$ cat src/rtl/fir_stream_scheduler.sv
// fir_stream_scheduler: sample FIFO, engine pacing and result capture
// for the moving-average FIR engine, with warm-up tracking and flush.
module fir_stream_scheduler #(
  parameter int DATA_WIDTH      = 16,
  parameter int FIFO_DEPTH_LOG2 = 2,
  parameter int FILTER_LATENCY  = 6,
  parameter int TAPS            = 128
) (
  input  logic                  clk,
  input  logic                  rst,
  input  logic                  in_valid,
  output logic                  in_ready,
  input  logic [DATA_WIDTH-1:0] in_data,
  input  logic                  flush,
  output logic                  flt_rst,
  output logic                  flt_sample_valid,
  output logic [DATA_WIDTH-1:0] flt_data,
  input  logic [DATA_WIDTH-1:0] flt_lp,
  input  logic [DATA_WIDTH-1:0] flt_hp,
  input  logic [DATA_WIDTH-1:0] flt_ref,
  output logic                  out_valid,
  output logic [DATA_WIDTH-1:0] out_lp,
  output logic [DATA_WIDTH-1:0] out_hp,
  output logic [DATA_WIDTH-1:0] out_ref,
  output logic                  out_warm,
  output logic                  busy
);

  localparam int DEPTH = 1 << FIFO_DEPTH_LOG2;
  localparam int PW    = FIFO_DEPTH_LOG2;
  localparam int WW    = $clog2(TAPS + 1);
  localparam int CW    = $clog2(FILTER_LATENCY + 1);

  localparam logic [PW:0]   DEPTH_C  = (PW + 1)'(DEPTH);
  localparam logic [WW-1:0] TAPS_C   = WW'(TAPS);
  localparam logic [CW-1:0] CNT_INIT = CW'(FILTER_LATENCY - 1);

  typedef enum logic [1:0] {
    IDLE,
    BUSY,
    CAPTURE,
    FLUSH
  } state_t;

  state_t state_q, state_d;

  logic [CW-1:0]         cnt_q, cnt_d;
  logic [PW-1:0]         wptr_q, wptr_d;
  logic [PW-1:0]         rptr_q, rptr_d;
  logic [PW:0]           count_q, count_d;
  logic [DATA_WIDTH-1:0] mem_q [DEPTH];
  logic [DATA_WIDTH-1:0] mem_d [DEPTH];
  logic                  flush_pend_q, flush_pend_d;
  logic [WW-1:0]         warm_cnt_q, warm_cnt_d;
  logic [WW:0]           warm_inc;

  logic                  fsv_q, fsv_d;
  logic [DATA_WIDTH-1:0] flt_data_q, flt_data_d;
  logic                  out_valid_q, out_valid_d;
  logic [DATA_WIDTH-1:0] out_lp_q, out_lp_d;
  logic [DATA_WIDTH-1:0] out_hp_q, out_hp_d;
  logic [DATA_WIDTH-1:0] out_ref_q, out_ref_d;
  logic                  out_warm_q, out_warm_d;

  logic empty;
  logic full;
  logic push;
  logic pop;

  assign empty    = (count_q == '0);
  assign full     = (count_q == DEPTH_C);
  assign in_ready = !full && !flush_pend_q && (state_q != FLUSH);
  assign push     = in_valid && in_ready;
  assign warm_inc = {1'b0, warm_cnt_q} + 1'b1;

  assign flt_rst          = rst | (state_q == FLUSH);
  assign flt_sample_valid = fsv_q;
  assign flt_data         = flt_data_q;
  assign out_valid        = out_valid_q;
  assign out_lp           = out_lp_q;
  assign out_hp           = out_hp_q;
  assign out_ref          = out_ref_q;
  assign out_warm         = out_warm_q;
  assign busy             = (state_q != IDLE) || !empty;

  // Next-state: FIFO push/pop, engine pacing, capture and flush.
  always_comb begin
    state_d      = state_q;
    cnt_d        = cnt_q;
    wptr_d       = wptr_q;
    rptr_d       = rptr_q;
    count_d      = count_q;
    mem_d        = mem_q;
    flush_pend_d = flush_pend_q | flush;
    warm_cnt_d   = warm_cnt_q;
    fsv_d        = 1'b0;
    flt_data_d   = flt_data_q;
    out_valid_d  = 1'b0;
    out_lp_d     = out_lp_q;
    out_hp_d     = out_hp_q;
    out_ref_d    = out_ref_q;
    out_warm_d   = out_warm_q;
    pop          = 1'b0;

    if (push) begin
      mem_d[wptr_q] = in_data;
      wptr_d        = wptr_q + 1'b1;
    end

    unique case (state_q)
      IDLE: begin
        if (flush_pend_q) begin
          state_d = FLUSH;
        end else if (!empty) begin
          pop        = 1'b1;
          flt_data_d = mem_q[rptr_q];
          rptr_d     = rptr_q + 1'b1;
          fsv_d      = 1'b1;
          cnt_d      = CNT_INIT;
          state_d    = BUSY;
        end
      end
      BUSY: begin
        if (cnt_q == '0) begin
          state_d = CAPTURE;
        end else begin
          cnt_d = cnt_q - 1'b1;
        end
      end
      CAPTURE: begin
        out_lp_d  = flt_lp;
        out_hp_d  = flt_hp;
        out_ref_d = flt_ref;
        if (!flush_pend_q) begin
          out_valid_d = 1'b1;
          out_warm_d  = (warm_inc >= {1'b0, TAPS_C});
          if (warm_cnt_q != TAPS_C) begin
            warm_cnt_d = warm_inc[WW-1:0];
          end
        end
        state_d = IDLE;
      end
      FLUSH: begin
        wptr_d       = '0;
        rptr_d       = '0;
        warm_cnt_d   = '0;
        flush_pend_d = flush;
        state_d      = IDLE;
      end
      default: begin
        state_d = IDLE;
      end
    endcase

    if (state_q == FLUSH) begin
      count_d = '0;
    end else if (push && !pop) begin
      count_d = count_q + 1'b1;
    end else if (!push && pop) begin
      count_d = count_q - 1'b1;
    end
  end

  // Control and output registers.
  always_ff @(posedge clk) begin
    if (rst) begin
      state_q      <= IDLE;
      cnt_q        <= '0;
      wptr_q       <= '0;
      rptr_q       <= '0;
      count_q      <= '0;
      flush_pend_q <= 1'b0;
      warm_cnt_q   <= '0;
      fsv_q        <= 1'b0;
      flt_data_q   <= '0;
      out_valid_q  <= 1'b0;
      out_lp_q     <= '0;
      out_hp_q     <= '0;
      out_ref_q    <= '0;
      out_warm_q   <= 1'b0;
    end else begin
      state_q      <= state_d;
      cnt_q        <= cnt_d;
      wptr_q       <= wptr_d;
      rptr_q       <= rptr_d;
      count_q      <= count_d;
      flush_pend_q <= flush_pend_d;
      warm_cnt_q   <= warm_cnt_d;
      fsv_q        <= fsv_d;
      flt_data_q   <= flt_data_d;
      out_valid_q  <= out_valid_d;
      out_lp_q     <= out_lp_d;
      out_hp_q     <= out_hp_d;
      out_ref_q    <= out_ref_d;
      out_warm_q   <= out_warm_d;
    end
  end

  // Sample storage; contents are don't-care until written.
  always_ff @(posedge clk) begin
    mem_q <= mem_d;
  end

endmodule

$ cat config.mk
export PLATFORM = sky130hd
export DESIGN_NAME = fir_stream_scheduler
export DESIGN_NICKNAME = d
export VERILOG_FILES = /design/src/rtl/fir_stream_scheduler.sv
export SDC_FILE = /design/constraint.sdc
export NUM_CORES = 1
export LEC_CHECK = 0
export BUFFER_PORTS_ARGS = -buffer_cell sky130_fd_sc_hd__buf_2
export CAP_MARGIN = 20
export CELL_PAD_IN_SITES_DETAIL_PLACEMENT = 0
export CELL_PAD_IN_SITES_GLOBAL_PLACEMENT = 1
export CORE_UTILIZATION = 42
export DETAILED_ROUTE_END_ITERATION = 8
export PLACE_DENSITY_LB_ADDON = 0.1
export SLEW_MARGIN = 20
export SYNTH_ARGS = -nofsm -noshare
export SYNTH_HDL_FRONTEND = slang
export SYNTH_SLANG_ARGS = --single-unit
$ cat constraint.sdc
create_clock -name clk -period 3 [get_ports clk]
set_input_delay 0.6 -clock clk [delete_from_list [all_inputs] [get_ports clk]]
set_output_delay 0.6 -clock clk [all_outputs]
set_load 0.05 [all_outputs]
Word-level counts from Yosys, hierarchy flattened

Index checks and enable logic that the tools add are counted.

Bits of input ports: 68
Register bits after elaboration: 152
Output and inout bits: 70

Bitwise operators: 7
Order comparisons: 4
$add $sub $neg: 6
Reduce and logical (&&, ||, !) cells: 29
Equal/unequal tests: 13
Muxes and demuxes: 27

Operators with widths:

| cell                | count |
|---|---|
| $bwmux 64           | 1 |
| $mux 16             | 3 |
| $bmux 16 s2         | 1 |
| $demux 16 s2        | 1 |
| $mux 8              | 2 |
| $pmux 8 s2          | 1 |
| $mux 3              | 5 |
| $ne 2x2->1 const B  | 7 |
| $mux 2              | 5 |
| $reduce_bool 2->1   | 5 |
| $add 8x1->9 const B | 1 |
| $ge 9x8->1 const B  | 1 |
| $reduce_and 3->1    | 3 |
| $ne 8x8->1 const B  | 1 |
| $ge 3x3->1 const B  | 2 |
| $logic_and 1x1->1   | 6 |
| $logic_not 3->1     | 2 |
| $not 2->3           | 2 |
| $pmux 2 s3          | 1 |
| $pmux 3 s2          | 1 |
| $reduce_or 2->1     | 3 |
| $sub 3x1->3 const B | 2 |
| $logic_not 1->1     | 5 |
| $mux 1              | 5 |
| 14 further kinds    | 20 |

Depth between registers and ports, before layout

Depth after elaboration: 9
Depth in mapped cells: 10

Worst setup path after synthesis

Ideal clock, no wire load.

Path kind: flip-flop to output port
Start point: register state_q[1]
End point: output port in_ready
Cell stages (with the launch flop): 4
Slack: 0.624 ns
Arrival time: 1.776 ns
Data required time: 2.400 ns
Buffers on the path: 1
Cells stage by stage: dfxtp_1 -> buf_2 -> nand2_1 -> nor3b_1

Longest elaborated chain between the ends: 2

Ends and longest elaborated chain:

| element                | RTL line | source |
|---|---|---|
| from (decl)            | 45       | `state_t state_q, state_d;` |
| from (signal assigned) | 182      | `state_q <= state_d;` |
| $ne 2x2->1             | 72       | `assign in_ready = !full && !flush_pend_q && (state_q != FLUSH);` |
| $logic_and 1x1->1      | 72       |  |
| to (decl)              | 12       | `output logic in_ready,` |

No other way between the ends.

Final worst setup path

Start point: register state_q[0]
End point: register count_q[2]

Longest elaborated chain between the ends: 6
Elaborated cells on any way between the ends: 13
Those cells by class: 2 x eq/ne; 2 x mux; 9 x reduce/logical

Ends and longest elaborated chain:

| element                     | RTL line | source |
|---|---|---|
| $ne 2x2->1                  | 72       |  |
| $logic_and 1x1->1           | 72       |  |
| $logic_and 1x1->1           | 73       | `assign push = in_valid && in_ready;` |
| $logic_not 1->1             | 159      | `end else if (!push && pop) begin` |
| $logic_and 1x1->1           | 159      |  |
| $reduce_bool 2->1 (no line) | n/a      |  |
| to (signal assigned)        | 186      | `count_q <= count_d;` |
| to (decl)                   | 50       | `logic [PW:0] count_q, count_d;` |

Parallel ways exist; a longest one is shown, timed or not.
A chain may end at the register's enable or synchronous reset.

==> summary by stage <==
Status
The flow ran to the end, and the final reports show no timing, DRC or antenna violations.

Synthesis
Counting flops and latches in the post-synthesis netlist gives 152. The cell count after synthesis came out at 504. The complex-gate fraction of the synthesized area was 0.0826. Of the synthesized area, sequential elements account for 0.634.

The post-synthesis simple-gate area fraction is 0.149. The post-synth net total is 582. In the synthesized netlist the dominant register cell turns out to be sky130_fd_sc_hd__dfxtp_1. The synthesized area per cell is 11.5 um^2. After synthesis, the cell types taking the most area are sky130_fd_sc_hd__edfxtp_1, sky130_fd_sc_hd__dfxtp_1, sky130_fd_sc_hd__nand2_1, sky130_fd_sc_hd__mux4_2, sky130_fd_sc_hd__a21oi_1. The synthesized netlist contains 49 unique library cells. Of the post-synthesis cell area, the dominant cell type holds 0.331. The biggest area contributor in the post-synthesis netlist is sky130_fd_sc_hd__edfxtp_1. For this run, asynchronously set or reset flops after synthesis account for 0. The share of the synthesized netlist area taken by xor and xnor gates is 0.0136. The post-synth design cell area is 5810 um^2.

In this run, synthesis inferred 64 flip-flops with an integrated enable. The synthesized-area fraction occupied by adder cells is 0.0228. The multiplexer share of the synthesized area is 0.0689. For this run, the number of Yosys warnings is 0. By area, the combinational part of the netlist is dominated by simple AND/OR/NAND/NOR gates.

Worst setup path
For this design, the slowest cell found on the critical path is sky130_fd_sc_hd__nor4bb_1. The worst setup path is of the reg -> reg kind. The kind of start point of the critical path is a register. The type of destination of the critical path is a register. Following the worst setup path forward leads to its endpoint at count_q[2]. The setup slack of the most critical reg-to-reg path is 0.47 ns. The critical path starts at state_q[0]. The signal on the critical path passes through nand2_1 > nor4bb_1 > ha_1 > inv_1 > fa_1 > xor2_1 > or3_1 > a21oi_1. The required time at the worst-slack endpoint is 3.34 ns. The delay of the slowest cell on the worst path is 0.45 ns.

The beginning of the worst register-to-register path is state_q[0]. The number of cell instances on the worst register-to-register path is 8. For the worst setup path, the data arrival time is 2.87 ns. The top fanout value on the critical path is 10.

The endpoint of the worst-slack reg-to-reg timing path is count_q[2].

Routing
The first-iteration detailed-routing DRC count is 173. Using the TritonRoute via totals, the vias-per-cell ratio works out to 4.89. In the final routed layout, each cell accounts on average for 14.8 um. The detail route stage leaves a number of antenna-violating nets equal to 0.

For this block, the routed nets add up to 12300 um of wire. The first-pass detailed-route iteration total is 4. The routed via count is 4061.

After detailed routing, the number of remaining DRC violations is 0.

GRT
For this run the aggregate overflow at the end of global routing stands at 0. The global-route total usage across every layer is 0.181. For met3 alone, demand over resource in global routing was 0.0428. For met1 alone, demand over resource in global routing was 0.218. The global routing usage on met2 is 0.307. The pin count of the biggest net entering global routing is 78. The wire length of the first global-routing pass is 19600 um. The via count of the first global-routing pass is 3866. The initial antenna violation count is 0. The highest-utilization routing layer at the global route stage is met2.

STA
Setup slack on the critical path of the routed design comes to 0.468 ns. The worst slew slack as a fraction of its limit is 0.405. The final total negative setup slack is 0 ns.

The number of endpoints failing setup at the final stage is 0. On the final layout, the worst clock skew is 0.00719 ns. The number of pins exceeding their max-slew limit in the final report was 0. The top achievable clock speed is 395 MHz. Setup repair after global routing left no endpoint under its margin. For the pin with the worst max-slew slack, the measured transition is 0.891 ns. The final-report hold violation count is 0.

Of the available clock period, the critical path in the final layout requires 0.844. Hold timing on the final database bottoms out at a slack of 0.397 ns. The smallest clock period supported by the final layout is computed as 2.53 ns.

Floorplanning
In this run the standard cell core region covers 13300 um^2. The number of standard-cell rows in the floorplan is 42. The height of the die is 120 um. The floorplan die width is 120 um. The starting density of the core is 0.436. The number of top-level pins is 138. The die covers 14300 um^2.

CTS
The clock tree from TritonCTS is built. The longest clock path from root to sink contains 2 buffers. At the later pin of the worst-skew pair, clock insertion delay measures 0.41 ns.

The post-CTS setup-driven buffer insertion count is 0. The count of instances resized after the clock tree is built is 0. The cell sitting at the root of the clock tree is a sky130_fd_sc_hd__clkbuf_16. The number of clock buffers added by TritonCTS is 17. After clock tree synthesis, the clock-pin slew on the worst setup and hold paths is 0.06 ns. The clock net in this run drives a total of 152 sinks.

In this run, post-CTS hold repair placed 0 buffers. The H-tree was split into 4 levels.

Cells and area
Relative to the synthesized area, the layout overhead comes to 24.7%. The repair_antennas step left the layout with diodes totalling 0. The proportion of layout cells with a drive suffix above 1 is 0.321.

With fillers left out, the area of the finished cells amounts to 7250 um^2. The count of nets after finishing is 720.

Placed design
At the placement stage, the worst setup path has a slack of 0.481 ns. The total placed instance area is 6680 um^2. The congestion estimate from routability-driven global placement came to 0.768. The count of buffers added on input and output ports is 137. Detailed placement ended at an HPWL of 7980 um.

Power
IR analysis of the VDD net gives a maximum drop of 490 uV. Dividing total power by cell area gives a power density of 941 nW/um^2. For this design the static power due to leakage is 2.86 nW.

Run
The number of maximum-capacitance violations is 0.

Worst hold path
The worst min-delay path class is in -> reg.
cell families (layout without fill, tap and decap cells):
logic type / Yosys count / in the layout
AO/OA/AOI/OAI: 85 / 85
XOR/XNOR: 9 / 9
adder cells (fa/ha/maj): 10 / 10
buffers and inverters: 38 / 189
flip-flops: 152 / 152
multiplexers: 20 / 20
AND/OR/NAND/NOR: 190 / 190
worst max-delay path, delay by kind of cell, from the launching register on:
kind                       cells  cell delay (ns)
buffers and inverters          1             0.06
DFF                            1             0.43
and+or+nand+nor                3             1.00
AOI/OAI and AO/OA              1             0.16
xor gates and xnor gates       1             0.16
adders and majority gates      2             0.64
Yosys cell counts (2+ instances only):
library cell,count
sky130_fd_sc_hd__buf_4,3
sky130_fd_sc_hd__nand2b_1,4
sky130_fd_sc_hd__ha_1,9
sky130_fd_sc_hd__a31oi_1,3
sky130_fd_sc_hd__clkbuf_1,13
sky130_fd_sc_hd__nand4_1,2
sky130_fd_sc_hd__nor3_1,3
sky130_fd_sc_hd__xnor2_1,3
sky130_fd_sc_hd__xor2_1,6
sky130_fd_sc_hd__inv_1,7
sky130_fd_sc_hd__edfxtp_1,64
sky130_fd_sc_hd__buf_2,9
sky130_fd_sc_hd__a211oi_2,2
sky130_fd_sc_hd__a21oi_1,69
sky130_fd_sc_hd__or3_1,3
sky130_fd_sc_hd__and2_1,4
sky130_fd_sc_hd__o21a_1,2
sky130_fd_sc_hd__a211oi_1,2
sky130_fd_sc_hd__nor3b_1,2
sky130_fd_sc_hd__o21ai_0,2
sky130_fd_sc_hd__mux2i_1,4
sky130_fd_sc_hd__buf_1,4
sky130_fd_sc_hd__dfxtp_1,88
sky130_fd_sc_hd__mux4_2,16
sky130_fd_sc_hd__nor2_1,17
sky130_fd_sc_hd__nor2b_1,3
sky130_fd_sc_hd__nand2_1,135
sky130_fd_sc_hd__nand3_1,4
cell usage in the layout (no fill, tap or decap), types with 3 or more instances in the layout:
cell	synthesis	layout
sky130_fd_sc_hd__buf_2	9	137
sky130_fd_sc_hd__nand2_1	135	135
sky130_fd_sc_hd__dfxtp_1	88	88
sky130_fd_sc_hd__a21oi_1	69	69
sky130_fd_sc_hd__edfxtp_1	64	64
sky130_fd_sc_hd__nor2_1	17	17
sky130_fd_sc_hd__clkbuf_16	0	17
sky130_fd_sc_hd__mux4_2	16	16
sky130_fd_sc_hd__buf_4	3	12
sky130_fd_sc_hd__ha_1	9	9
sky130_fd_sc_hd__inv_1	7	7
sky130_fd_sc_hd__xor2_1	6	6
sky130_fd_sc_hd__and2_1	4	4
sky130_fd_sc_hd__nand3_1	4	4
sky130_fd_sc_hd__mux2i_1	4	4
sky130_fd_sc_hd__clkinv_2	0	4
sky130_fd_sc_hd__clkinvlp_4	0	4
sky130_fd_sc_hd__inv_6	0	4
sky130_fd_sc_hd__nand2b_1	4	3
sky130_fd_sc_hd__a31oi_1	3	3
sky130_fd_sc_hd__nor3_1	3	3
sky130_fd_sc_hd__xnor2_1	3	3
sky130_fd_sc_hd__or3_1	3	3
cell type report:
type,instances,area (um^2)
clock buffer,17,425
clock inverter,15,149
fill,1222,6100
inverter,8,30.0
multi-input combinational,314,1970
sequential,152,3680
tap,176,220
timing repair buffer,149,776
power by group:
group,internal [mW],total [mW],switching (mW)
registers,2.47,2.66,0.190
logic,0.670,2.11,1.44
clock network,1.22,2.06,0.832
total,4.36,6.82,2.47
sequential cells by signal, summed over array words and instances, names as in the netlist, 2 cells and up:
| signal | count |
|---|---|
| cnt_q | 3 |
| count_q | 3 |
| flt_data | 16 |
| mem_q | 64 |
| out_hp | 16 |
| out_lp | 16 |
| out_ref | 16 |
| rptr_q | 2 |
| state_q | 2 |
| warm_cnt_q | 8 |
| wptr_q | 2 |
worst min path at each step:
stage,end,cells past startpoint,slack [ns],startpoint
after floorplan,cnt_q[0],2,0.44,cnt_q[0]
after global placement,out_lp[8],2,0.44,out_lp[8]
after detailed placement,out_hp[8],2,0.44,out_hp[8]
after CTS,mem_q[49],1,0.38,in_data[1]
after global routing,mem_q[49],1,0.38,in_data[1]
final,mem_q[14],1,0.40,in_data[14]
layer usage:
metal / vias to the layer above / part of all wire
met3: 15 / 0.045
met2: 104 / 0.50
met4: 0 / 0.016
met5: - / 0
li1: 2033 / -
met1: 1909 / 0.44
metrics by stage:
stage                     instances  utilization  total power, mW
after floorplan                 504            -             4.33
after global placement          799        0.500             4.81
after detailed placement        799        0.500             4.85
after CTS                       831        0.543             6.92
after global routing            831        0.543             7.19
final                           831        0.543             6.82
No activity file was read; power rests on OpenSTA's default activity.
